$ cat src/rtl/write_arb_2m1s.sv
// -----------------------------------------------------------------------------
// write_arb_2m1s
//   2:1 write-channel arbiter. Two write managers (m0, m1) share one write
//   subordinate port. One whole transaction (AW -> W burst to wlast -> B) is
//   granted at a time; the other manager sees no ready/valid until the
//   transaction completes. All ids, atop and data pass straight through with
//   no buffering and no added latency.
//
//   Compile-time option:
//     WARB_FIXED_PRIO_EN  defined   -> m0 always wins a tie (m1 can starve)
//                         undefined -> fair round-robin on ties (default)
//
// Ports
//   clk, rst_n                 clock, async active-low reset
//   mN_aw{valid,ready,id,addr,atop}   manager N write request channel
//   mN_w{valid,ready,data,strb,last}  manager N write data channel
//   mN_b{valid,ready,id,comp}         manager N write response channel
//   s_aw*/s_w*                 subordinate copies of the granted aw/w fields
//   s_awready, s_wready        subordinate channel readies
//   s_bvalid, s_bid, s_bcomp   subordinate response
//   s_bready                   response ready towards the subordinate
//   busy                       high while a transaction is granted
//   gnt                        one-hot grant (2'b00 in IDLE)
// -----------------------------------------------------------------------------
module write_arb_2m1s #(
    parameter int IDW = 4,
    parameter int AW  = 32,
    parameter int DW  = 32
) (
    input  logic              clk,
    input  logic              rst_n,

    input  logic              m0_awvalid,
    output logic              m0_awready,
    input  logic [IDW-1:0]    m0_awid,
    input  logic [AW-1:0]     m0_awaddr,
    input  logic [5:0]        m0_awatop,
    input  logic              m0_wvalid,
    output logic              m0_wready,
    input  logic [DW-1:0]     m0_wdata,
    input  logic [DW/8-1:0]   m0_wstrb,
    input  logic              m0_wlast,
    output logic              m0_bvalid,
    input  logic              m0_bready,
    output logic [IDW-1:0]    m0_bid,
    output logic              m0_bcomp,

    input  logic              m1_awvalid,
    output logic              m1_awready,
    input  logic [IDW-1:0]    m1_awid,
    input  logic [AW-1:0]     m1_awaddr,
    input  logic [5:0]        m1_awatop,
    input  logic              m1_wvalid,
    output logic              m1_wready,
    input  logic [DW-1:0]     m1_wdata,
    input  logic [DW/8-1:0]   m1_wstrb,
    input  logic              m1_wlast,
    output logic              m1_bvalid,
    input  logic              m1_bready,
    output logic [IDW-1:0]    m1_bid,
    output logic              m1_bcomp,

    output logic              s_awvalid,
    input  logic              s_awready,
    output logic [IDW-1:0]    s_awid,
    output logic [AW-1:0]     s_awaddr,
    output logic [5:0]        s_awatop,
    output logic              s_wvalid,
    input  logic              s_wready,
    output logic [DW-1:0]     s_wdata,
    output logic [DW/8-1:0]   s_wstrb,
    output logic              s_wlast,
    input  logic              s_bvalid,
    output logic              s_bready,
    input  logic [IDW-1:0]    s_bid,
    input  logic              s_bcomp,

    output logic              busy,
    output logic [1:0]        gnt
);

    typedef enum logic [1:0] {
        ST_IDLE = 2'd0,
        ST_AWR  = 2'd1,
        ST_WDT  = 2'd2,
        ST_RSP  = 2'd3
    } state_t;

    state_t      state_r;
    state_t      state_s;
    logic [1:0]  gnt_r;
    logic [1:0]  gnt_s;
    logic [1:0]  win_s;
    logic        sel_m1_s;
    logic        aw_hs_s;
    logic        w_last_hs_s;
    logic        b_hs_s;
`ifndef WARB_FIXED_PRIO_EN
    logic        last_gnt_r;   // 1'b1 = m1 was granted last
    logic        last_gnt_s;
`endif

    assign sel_m1_s = gnt_r[1];
    assign busy     = (state_r != ST_IDLE);
    assign gnt      = gnt_r;

    // Winner selection for IDLE: a lone requester always wins; ties follow the build option.
    always_comb begin
        win_s = 2'b00;
        if (m0_awvalid && m1_awvalid) begin
`ifdef WARB_FIXED_PRIO_EN
            win_s = 2'b01;
`else
            win_s = last_gnt_r ? 2'b01 : 2'b10;
`endif
        end else if (m0_awvalid) begin
            win_s = 2'b01;
        end else if (m1_awvalid) begin
            win_s = 2'b10;
        end else begin
            win_s = 2'b00;
        end
    end

    // Channel muxes: handshake signals are gated by state and grant, payload passes through.
    always_comb begin
        s_awvalid  = 1'b0;
        s_wvalid   = 1'b0;
        s_wlast    = 1'b0;
        s_bready   = 1'b0;
        m0_awready = 1'b0;
        m1_awready = 1'b0;
        m0_wready  = 1'b0;
        m1_wready  = 1'b0;
        m0_bvalid  = 1'b0;
        m1_bvalid  = 1'b0;
        m0_bcomp   = 1'b0;
        m1_bcomp   = 1'b0;
        m0_bid     = s_bid;
        m1_bid     = s_bid;
        s_awid     = sel_m1_s ? m1_awid   : m0_awid;
        s_awaddr   = sel_m1_s ? m1_awaddr : m0_awaddr;
        s_awatop   = sel_m1_s ? m1_awatop : m0_awatop;
        s_wdata    = sel_m1_s ? m1_wdata  : m0_wdata;
        s_wstrb    = sel_m1_s ? m1_wstrb  : m0_wstrb;
        case (state_r)
            ST_AWR: begin
                s_awvalid  = sel_m1_s ? m1_awvalid : m0_awvalid;
                m0_awready = gnt_r[0] & s_awready;
                m1_awready = gnt_r[1] & s_awready;
            end
            ST_WDT: begin
                s_wvalid  = sel_m1_s ? m1_wvalid : m0_wvalid;
                s_wlast   = sel_m1_s ? m1_wlast  : m0_wlast;
                m0_wready = gnt_r[0] & s_wready;
                m1_wready = gnt_r[1] & s_wready;
            end
            ST_RSP: begin
                s_bready  = sel_m1_s ? m1_bready : m0_bready;
                m0_bvalid = gnt_r[0] & s_bvalid;
                m1_bvalid = gnt_r[1] & s_bvalid;
                m0_bcomp  = gnt_r[0] & s_bcomp;
                m1_bcomp  = gnt_r[1] & s_bcomp;
            end
            default: begin
                // IDLE: nothing is ready and stray s_bvalid is ignored.
                s_awvalid = 1'b0;
            end
        endcase
    end

    assign aw_hs_s     = s_awvalid & s_awready;
    assign w_last_hs_s = s_wvalid & s_wready & s_wlast;
    assign b_hs_s      = s_bvalid & s_bready;

    // Next-state logic: one full transaction per grant, no re-arbitration mid-transaction.
    always_comb begin
        state_s = state_r;
        gnt_s   = gnt_r;
`ifndef WARB_FIXED_PRIO_EN
        last_gnt_s = last_gnt_r;
`endif
        case (state_r)
            ST_IDLE: begin
                if (win_s != 2'b00) begin
                    gnt_s   = win_s;
                    state_s = ST_AWR;
                end else begin
                    gnt_s   = 2'b00;
                    state_s = ST_IDLE;
                end
            end
            ST_AWR: begin
                if (aw_hs_s) begin
                    state_s = ST_WDT;
                end else begin
                    state_s = ST_AWR;
                end
            end
            ST_WDT: begin
                if (w_last_hs_s) begin
                    state_s = ST_RSP;
                end else begin
                    state_s = ST_WDT;
                end
            end
            ST_RSP: begin
                if (b_hs_s) begin
                    state_s = ST_IDLE;
                    gnt_s   = 2'b00;
`ifndef WARB_FIXED_PRIO_EN
                    last_gnt_s = gnt_r[1];
`endif
                end else begin
                    state_s = ST_RSP;
                end
            end
            default: begin
                state_s = ST_IDLE;
                gnt_s   = 2'b00;
            end
        endcase
    end

    // State, grant and round-robin history registers.
    always_ff @(posedge clk or negedge rst_n) begin
        if (!rst_n) begin
            state_r <= ST_IDLE;
            gnt_r   <= 2'b00;
`ifndef WARB_FIXED_PRIO_EN
            last_gnt_r <= 1'b1;
`endif
        end else begin
            state_r <= state_s;
            gnt_r   <= gnt_s;
`ifndef WARB_FIXED_PRIO_EN
            last_gnt_r <= last_gnt_s;
`endif
        end
    end

endmodule

$ cat config.mk
export PLATFORM = sky130hd
export DESIGN_NAME = write_arb_2m1s
export DESIGN_NICKNAME = d
export VERILOG_FILES = /design/src/rtl/write_arb_2m1s.sv
export SDC_FILE = /design/constraint.sdc
export NUM_CORES = 1
export LEC_CHECK = 0
export BUFFER_PORTS_ARGS = -buffer_cell sky130_fd_sc_hd__buf_4
export CAP_MARGIN = 20
export CELL_PAD_IN_SITES_DETAIL_PLACEMENT = 0
export CELL_PAD_IN_SITES_GLOBAL_PLACEMENT = 1
export CORE_AREA = 2 2 107 109
export DETAILED_ROUTE_END_ITERATION = 12
export DIE_AREA = 0 0 109 111
export PLACE_DENSITY = 0.75
export SLEW_MARGIN = 25
export SYNTH_ARGS = -nofsm -noshare
export SYNTH_HDL_FRONTEND = slang
export SYNTH_SLANG_ARGS = --single-unit
$ cat constraint.sdc
create_clock -name clk -period 3.55 [get_ports clk]
set_clock_uncertainty 0.2 [all_clocks]
set_input_delay 0.1775 -clock clk [delete_from_list [all_inputs] [get_ports clk]]
set_output_delay 0.1775 -clock clk [all_outputs]
set_load 0.005 [all_outputs]
==> results.json, run 1 <==
{
  "fin_crit_ns": 2.35,
  "first_pass_iters": 4,
  "synth_area_leaders": "mux2_2, buf_4, dfrtp_1, a221oi_2, nor2_1",
  "grt_pass1_wl_um": 11900,
  "fin_setup_tns_ns": 0,
  "pwr_density_cell_mw_per_mm2": 511,
  "hpwl_um": 7470,
  "dieArea_sq_mm": 0.0121,
  "synth_common_cells": "mux2_2, buf_4, nor2_1",
  "critPathMaxStageDelay_ns": 0.78,
  "timing.critical_path.from": "gnt[1]",
  "cts_buffers": 3,
  "outcome": "finished clean",
  "ctsHtreeMaxLevel": 1,
  "clkTransAtPathRegs_ns": 0.03,
  "track_usage_pct": 12.6,
  "ys_seq_area_share_pct": 8.73,
  "worstSetupPathType": "reg -> out",
  "crit_path_start_kind": "register",
  "vdd_drop_max_mv": 0.343,
  "synthSimpleGateAreaFrac_pct": 10.2,
  "path_max_fanout": 45,
  "finalHoldViolCount": 0,
  "cp_num_buf_inv": 2,
  "synth_nets": 322,
  "cp_top_family": "flip-flops",
  "worstHoldPathCells": 3,
  "clkSinkCount": 5,
  "ys_warn_count": 0,
  "final_layout_size_suffix_gt1_share_pct": 89.1,
  "worstReg2RegStart": "gnt[1]",
  "max_slew_margin_pct": 61.3,
  "synth_top_family_by_area": "multiplexers",
  "drc": 0,
  "synth_compound_gate_area_share_pct": 6.14,
  "port_buffers": 262,
  "synth-xor-area-share_pct": 0,
  "cp_cell_sequence": "buf_12 -> mux2i_2 -> nor2b_1 -> buf_4",
  "ant_nets": 0,
  "synthCells": 148,
  "grt.overflow.total": 0,
  "cts_tree": "built",
  "cts_setup_buffers": 0,
  "yosysMostFrequentCell": "mux2_2",
  "r2r_cells": 4,
  "final_nets": 571,
  "synthDistinctLibCells": 27,
  "fmax_ghz": 0.425,
  "async_reset_ff_share_pct": 100,
  "yosysTopAreaCell": "mux2_2",
  "synth.area.mux_share_pct": 64.0,
  "hp-class": "in -> reg",
  "final_core_utilization_pct": 32.1,
  "wl_um": 8560,
  "crit_arrival_ns": 1.98,
  "n_antenna_cell": 0,
  "crit_slowest_cell": "dfrtp_4",
  "cp.depth": 4,
  "min_from": "m1_bready",
  "cts_max_path_buffers": 2,
  "ios": 275,
  "cp_data_required_time_ns": 3.17,
  "fin_crit_sh_pct": 66.3,
  "ys_seq_elements": 5,
  "synth-main-ff-cell": "dfrtp_1",
  "core_area_sq_mm": 0.0111,
  "vias_per_cell": 3.95,
  "syn2layout_area_growth_pct": 146,
  "grt_pass1_vias": 2146,
  "wl_per_cell_um": 15.9,
  "maxSlewViolCount": 0,
  "grt_max_degree": 46,
  "cts_root_buffer": "clkbuf_16",
  "gp_congestion": 0.838,
  "num_rows": 39,
  "dieWidth_um": 109,
  "rsz0062_at_grt": "no",
  "synth-adder-area-share_pct": 0,
  "cts_hold_buf": 1,
  "vias": 2127,
  "synth_area_per_cell_sq_um": 9.78,
  "clk_latency_ns": 0.23,
  "die_h_um": 111,
  "syn_area_sq_mm": 0.00145,
  "antenna_found_initial": 0,
  "start_util_pct": 13.1,
  "synth_edf_count": 0,
  "cts_resized": 0,
  "end_kind": "primary output",
  "finalSetupViolations": 0,
  "synth_top_area_share_pct": 60.7,
  "worstMarginPinSlew_ns": 0.581,
  "drtIter0Drc": 30,
  "p_leak_nw": 1.79,
  "cap_violations": 0
}
-- power by group --
part	switching, mW	leakage, nW	internal [mW]
clock network	0.0426	0.0382	0.149
registers	0.138	0.0567	0.0876
logic	0.487	1.70	0.914
total	0.667	1.79	1.15
-- cell families after synthesis --
group	count (synthesis)
buffers and inverters	22
AND/OR/NAND/NOR	28
flip-flops	5
multiplexers	82
AO/OA/AOI/OAI	11
-- stage by stage --
stage          power (mW)  instances  hold slack [ns]  area [sq um]  worst slack [ns]
3_3_place_gp         1.63        534           -0.215          3470              1.43
6_report             1.82        539           0.0530          3560              1.20
4_1_cts              1.85        539           0.0625          3560              1.19
5_1_grt              1.93        539           0.0829          3560              1.07
3_5_place_dp         1.65        534           -0.216          3470              1.40
2_1_floorplan       0.937        148           -0.318          1450              2.05
-- final timing paths --
path | to | slack [ns]
worst max-delay path | s_bready | 1.20
worst min-delay path | last_gnt_r | 0.05
worst max register to register | gnt[1] | 1.40
worst min register to register | last_gnt_r | 0.36
max in group asynchronous | last_gnt_r | 2.87
min in group asynchronous | gnt[1] | 0.09
-- per-layer routing --
metal / vias to the layer above / track usage [%] / part of all wire, %
met5: - / 0 / 0
met4: 0 / 2.14 / 0.93
met3: 4 / 3.06 / 12
met2: 135 / 21.7 / 48
met1: 955 / 15.9 / 40
li1: 1033 / - / -
-- cell type report --
| type | count | area [sq um] |
|---|---|---|
| Inverter | 2 | 7.51 |
| Clock buffer | 4 | 78.8 |
| Sequential cell | 5 | 130 |
| Tap cell | 143 | 179 |
| Multi-Input combinational cell | 121 | 1160 |
| Fill cell | 1173 | 7520 |
| Timing Repair Buffer | 264 | 2000 |
-- worst min-delay path, stage by stage --
cell     delay [ns]
buf_4          0.09
a31oi_1        0.07
nor2_1         0.11
-- cell usage in the layout, fill, tap and decap left out, drive strengths merged, types with 2 or more instances in the layout --
master,count
o21ai,2
nand2b,3
nor2,8
dfrtp,4
buf,263
mux2,79
clkbuf,4
nor2b,3
a221oi,2
mux2i,3
and3,4
inv,2
a21oi,4
a31oi,2
and2,2
nand2,4
-- state kept, by name (all words and copies together), names as in the netlist --
| signal | flops |
|---|---|
| last_gnt_r | 1 |
| gnt | 2 |
| state_r | 2 |
No activity file was read; power rests on OpenSTA's default activity.
==> inputs of run 2 (changes only) <==
- CORE_AREA: 2 2 107 109 -> 2 2 108 110
- DIE_AREA: 0 0 109 111 -> 0 0 110 112
- PLACE_DENSITY: 0.75 -> 0.74
- clock period: 3.55 -> 2.2 ns (I/O delays scaled with it)
==> run 2 against run 1 <==
  * Global-route usage is 1.5 points higher
  * Combinational power is 73% higher
  * Count of clock-buffer cells in the layout stayed put
  * Critical path depth is 1 lower
  * First-iteration DRC count is 140% higher
  * Largest power group unchanged
  * Clock power is 55% higher
  * Final cell count is 0.56% higher
  * Highest routed layer unchanged
  * Register-to-register slack worse by 0.94 ns
  * Largest cell class unchanged
==> results.json, run 2 (synthesis results as in run 1) <==
{
  "die_h_um": 112,
  "most-common-layout-cells": "buf_4, mux2_2, nor2_1",
  "wl_per_cell_um": 18.2,
  "ios": 275,
  "p_int_mw": 1.90,
  "core_area_sq_mm": 0.0112,
  "grt_pass1_vias": 2299,
  "cp_data_required_time_ns": 1.89,
  "antenna_found_initial": 0,
  "power.net_switching_mw": 1.11,
  "first_pass_iters": 4,
  "pwr-share-comb_pct": 80.2,
  "cts_buffers": 3,
  "dieArea_sq_mm": 0.0123,
  "final_common_cell": "buf_4",
  "dieWidth_um": 110,
  "r2r_slack_ns": 0.46,
  "track_usage_pct": 14.2,
  "port_buffers": 262,
  "dpl_worst_slack_ns": 0.416,
  "clk_latency_ns": 0.23,
  "p_leak_nw": 1.81,
  "ant_nets": 0,
  "hp-class": "in -> async",
  "wl_um": 9870,
  "path_max_fanout": 37,
  "worst_slack_ns": 0.203,
  "worstReg2RegStart": "gnt[1]",
  "vias": 2197,
  "hpwl_um": 8690,
  "final_area_sq_mm": 0.00359,
  "clkSinkCount": 5,
  "start_util_pct": 13.0,
  "worstMarginPinSlew_ns": 0.467,
  "grt_pass1_wl_um": 13000,
  "cts_tree": "built",
  "num_rows": 39,
  "cts_max_path_buffers": 2,
  "seqCellArea_sq_um": 130,
  "cts_resized": 0,
  "fin_crit_ns": 2.00,
  "fmax_ghz": 0.501,
  "seqPwrFrac_pct": 9.9,
  "placedInstanceArea_sq_mm": 0.00349,
  "crit_arrival_ns": 1.69,
  "vias_per_cell": 4.05,
  "ctsHtreeMaxLevel": 1,
  "multi_input_area_sq_mm": 0.00116,
  "grt_max_degree": 38,
  "rsz0062_at_grt": "no",
  "n_antenna_cell": 0,
  "pwr_density_cell_mw_per_mm2": 839,
  "fin_setup_tns_ns": 0,
  "worstSetupPathType": "reg -> out",
  "cap_violations": 0,
  "finalSetupViolations": 0,
  "fin_crit_sh_pct": 90.8,
  "r2r_cells": 3,
  "outcome": "finished clean",
  "grt.overflow.total": 0,
  "clkPwrFrac_pct": 9.9,
  "drtIter0Drc": 73,
  "finalHoldViolCount": 0,
  "syn2layout_area_growth_pct": 148,
  "clkTransAtPathRegs_ns": 0.03,
  "cts_root_buffer": "clkbuf_16",
  "cts_hold_buf": 2,
  "vdd_drop_max_mv": 0.416,
  "final_nets": 574,
  "crit_path_start_kind": "register",
  "end_kind": "primary output",
  "final_layout_size_suffix_gt1_share_pct": 89.0,
  "drc": 0,
  "maxSlewViolCount": 0,
  "rr_endpoint": "state_r[0]",
  "max_slew_margin_pct": 68.4,
  "fillers": 1164,
  "cts_setup_buffers": 0,
  "p_sw_share_pct": 36.8,
  "gp_congestion": 0.895
}
run 2: area by class of cell:
cell class	instances	share of cell area, %
clock buffers	4	2.19
flip-flops and latches	5	3.62
well taps	143	4.98
inverters	2	0.209
multi-input cells	121	32.4
repair buffers	267	56.6
run 2: stage by stage:
step	total power, mW	cells	hold slack [ns]	utilization [%]
detailed placement	2.73	536	-0.281	31.3
finish	3.01	542	0.0200	32.2
global route	3.19	542	0.0200	32.2
global placement	2.71	536	-0.284	31.3
CTS	3.04	542	0.0118	32.2
floorplan	1.51	148	-0.386	-
run 2: worst max-delay path: stages, from the launching register on:
cell	delay (ns)
dfrtp_4	0.62
buf_12	0.26
mux2_2	0.38
buf_4	0.15
run 2: power by group through the flow:
stage | Combinational (mW) | Clock (mW) | Sequential [mW]
floorplan | 1.35 | 0 | 0.160
global placement | 2.42 | 0 | 0.298
detailed placement | 2.42 | 0 | 0.302
CTS | 2.44 | 0.300 | 0.303
global route | 2.56 | 0.310 | 0.316
finish | 2.42 | 0.297 | 0.300
run 2: metal layers:
metal	share of wire, %	vias to the layer above	GRT usage (%)
met1	43	989	19.7
met3	13	6	4.22
met2	43	162	22.4
met5	0	-	0
li1	-	1040	-
met4	0.48	0	1.18
run 2: worst max-delay path by stage:
stage	end	from	depth (start not counted)
5_1_grt	s_awatop[1]	gnt[1]	3
4_1_cts	s_awatop[1]	gnt[1]	3
6_report	s_awatop[1]	gnt[1]	3
2_1_floorplan	state_r[0]	gnt[1]	4
3_5_place_dp	state_r[0]	gnt[1]	3
3_3_place_gp	state_r[0]	gnt[1]	3
==> inputs of run 3 (changes only) <==
- ABC_AREA: not set -> 1
- CORE_AREA: 2 2 108 110 -> not set
- CORE_MARGIN: not set -> 1.5
- CORE_UTILIZATION: not set -> 13
- DIE_AREA: 0 0 110 112 -> not set
- PLACE_DENSITY: 0.74 -> 0.81
==> run 3 against run 2 <==
  * Wire length is 19% lower
  * Global-route usage is 2.6 points lower
  * Sequential power is 38% lower
  * Highest routed layer unchanged
  * Register-to-register slack better by 0.12 ns
  * Largest power group unchanged
  * Final cell count is 33% higher
  * Non-clock buffer count is 3 higher
  * Synthesized cell count is 120% higher
  * Hold slack hardly changed
  * First-iteration DRC count is 14% higher
  * Combinational power is 2% higher
==> results.json, run 3 <==
{
  "rsz0062_at_grt": "no",
  "pwr_density_cell_mw_per_mm2": 813,
  "clkSinkCount": 5,
  "syn2layout_area_growth_pct": 139,
  "cp_data_required_time_ns": 1.89,
  "cp_cell_sequence": "inv_2 -> buf_12 -> nand2_1 -> and3_1 -> buf_4",
  "maxSlewViolCount": 0,
  "synth_common_cells": "nand2_1, inv_1, buf_6",
  "clkTransAtPathRegs_ns": 0.03,
  "p_sw_share_pct": 45.1,
  "fin_crit_sh_pct": 83.4,
  "synthSimpleGateAreaFrac_pct": 71.4,
  "crit_slowest_cell": "dfrtp_2",
  "cap_violations": 0,
  "synth_top_family_by_area": "simple AND/OR/NAND/NOR gates",
  "dieArea_sq_mm": 0.0124,
  "cts_tree": "built",
  "synth_area_leaders": "nand2_1, buf_6, dfrtp_1, buf_4, inv_1",
  "wl_um": 7950,
  "synth-main-ff-cell": "dfrtp_1",
  "final_nets": 754,
  "dieWidth_um": 111,
  "final_layout_size_suffix_gt1_share_pct": 47.5,
  "end_kind": "primary output",
  "drtIter0Drc": 83,
  "critPathMaxStageDelay_ns": 0.42,
  "grt_pass1_wl_um": 12100,
  "die_h_um": 111,
  "antenna_found_initial": 0,
  "synth_area_per_cell_sq_um": 4.59,
  "synth_edf_count": 0,
  "yosysTopAreaCell": "nand2_1",
  "track_usage_pct": 11.6,
  "grt_pass1_vias": 2583,
  "core_area_sq_mm": 0.0114,
  "ys_warn_count": 0,
  "cts_buffers": 3,
  "n_antenna_cell": 0,
  "vias_per_cell": 3.92,
  "fin_crit_ns": 1.84,
  "pwr-share-comb_pct": 83.6,
  "ys_seq_area_share_pct": 8.31,
  "vdd_drop_max_mv": 0.409,
  "gp_congestion": 0.834,
  "vias": 2830,
  "syn_area_sq_mm": 0.00152,
  "worstSetupPathType": "reg -> out",
  "p_leak_nw": 2.28,
  "synth-adder-area-share_pct": 0,
  "worstMarginPinSlew_ns": 0.372,
  "crit_arrival_ns": 1.53,
  "finalSetupViolations": 0,
  "yosysMostFrequentCell": "nand2_1",
  "clkPwrFrac_pct": 10.2,
  "num_rows": 39,
  "synth.area.mux_share_pct": 0,
  "power.net_switching_mw": 1.33,
  "seqPwrFrac_pct": 6.3,
  "instances_no_fill": 722,
  "hpwl_um": 6380,
  "cts_setup_buffers": 0,
  "ios": 275,
  "synth_compound_gate_area_share_pct": 2.22,
  "synth_nets": 505,
  "ctsHtreeMaxLevel": 1,
  "path_max_fanout": 87,
  "p_int_mw": 1.62,
  "start_util_pct": 13.3,
  "synthCells": 331,
  "synthDistinctLibCells": 18,
  "clk_latency_ns": 0.23,
  "ant_nets": 0,
  "grt.overflow.total": 0,
  "most-common-layout-cells": "buf_4, nand2_1, inv_1",
  "wl_per_cell_um": 11.0,
  "fin_setup_tns_ns": 0,
  "dp_cells": 712,
  "finalHoldViolCount": 0,
  "cp_num_buf_inv": 3,
  "ys_seq_elements": 5,
  "synth-xor-area-share_pct": 0,
  "grt_max_degree": 88,
  "max_slew_margin_pct": 75.2,
  "outcome": "finished clean",
  "cts_root_buffer": "clkbuf_16",
  "hp-class": "in -> async",
  "fmax_ghz": 0.545,
  "final_common_cell": "buf_4",
  "cp_top_family": "buffers and inverters",
  "port_buffers": 262,
  "drc": 0,
  "first_pass_iters": 4,
  "power_mw": 2.95,
  "hold_slack_ns": 0.0200,
  "cts_max_path_buffers": 2,
  "final_core_utilization_pct": 31.8,
  "synth_top_area_share_pct": 63.2,
  "async_reset_ff_share_pct": 100,
  "crit_path_start_kind": "register"
}
## run 3: power groups by stage
stage / registers, mW / clock network (mW) / logic (mW)
floorplan: 0.177 / 0 / 1.27
global placement: 0.183 / 0 / 2.45
detailed placement: 0.187 / 0 / 2.47
CTS: 0.186 / 0.305 / 2.50
global route: 0.191 / 0.311 / 2.73
finish: 0.185 / 0.300 / 2.47
## run 3: path summary, 6_finish.rpt
kind                       startpoint          to  slack [ns]  cells past startpoint
max in group asynchronous       rst_n  last_gnt_r        1.58                      2
min in group clk             s_bid[3]   m1_bid[3]        0.02                      0
setup / recovery               gnt[1]    s_bready        0.36                      5
hold reg to reg            last_gnt_r  last_gnt_r        0.28                      2
setup reg to reg               gnt[1]      gnt[0]        0.58                      7
hold / removal                  rst_n      gnt[0]        0.02                      2
## run 3: stage by stage
stage	setup slack [ns]	area, sq um
after global routing	0.231	3630
after detailed placement	0.543	3490
after floorplan	0.966	1520
after CTS	0.314	3630
final	0.364	3630
after global placement	0.591	3490
## run 3: cell type report
class	count	area [sq um]
sequential	5	128
multi-input combinational	284	1120
inverter	16	60.1
tap	143	179
timing repair buffer	270	2070
clock buffer	4	78.8
fill	1273	7790
## run 3: what timing repair did
| action | CTS | global route |
|---|---|---|
| endpoints found under the hold margin | 10 | 0 |
| hold buffers | 6 | 0 |
| resized for setup | 0 | 0 |
## run 3: logic make-up (layout without fill, tap and decap cells)
logic type / after synthesis / in the layout
AO/OA/AOI/OAI: 6 / 6
AND/OR/NAND/NOR: 278 / 278
flip-flops: 5 / 5
buffers and inverters: 42 / 290
## run 3: layer usage
layer  track usage (%)  up-vias  wire, um
met3              2.84       15       708
met4              3.21        0       158
met1              13.3     1193      3060
met2              21.1      149      4020
met5                 0        -         0
li1                  -     1473         -
## run 3: worst register-to-register path, stage by stage, from the launching register on
cell and delay (ns):
dfrtp_2 0.42, inv_2 0.07, buf_12 0.30, nand2_1 0.18
nand4_4 0.14, nand2_1 0.08, nand2_1 0.06, nand2_1 0.05
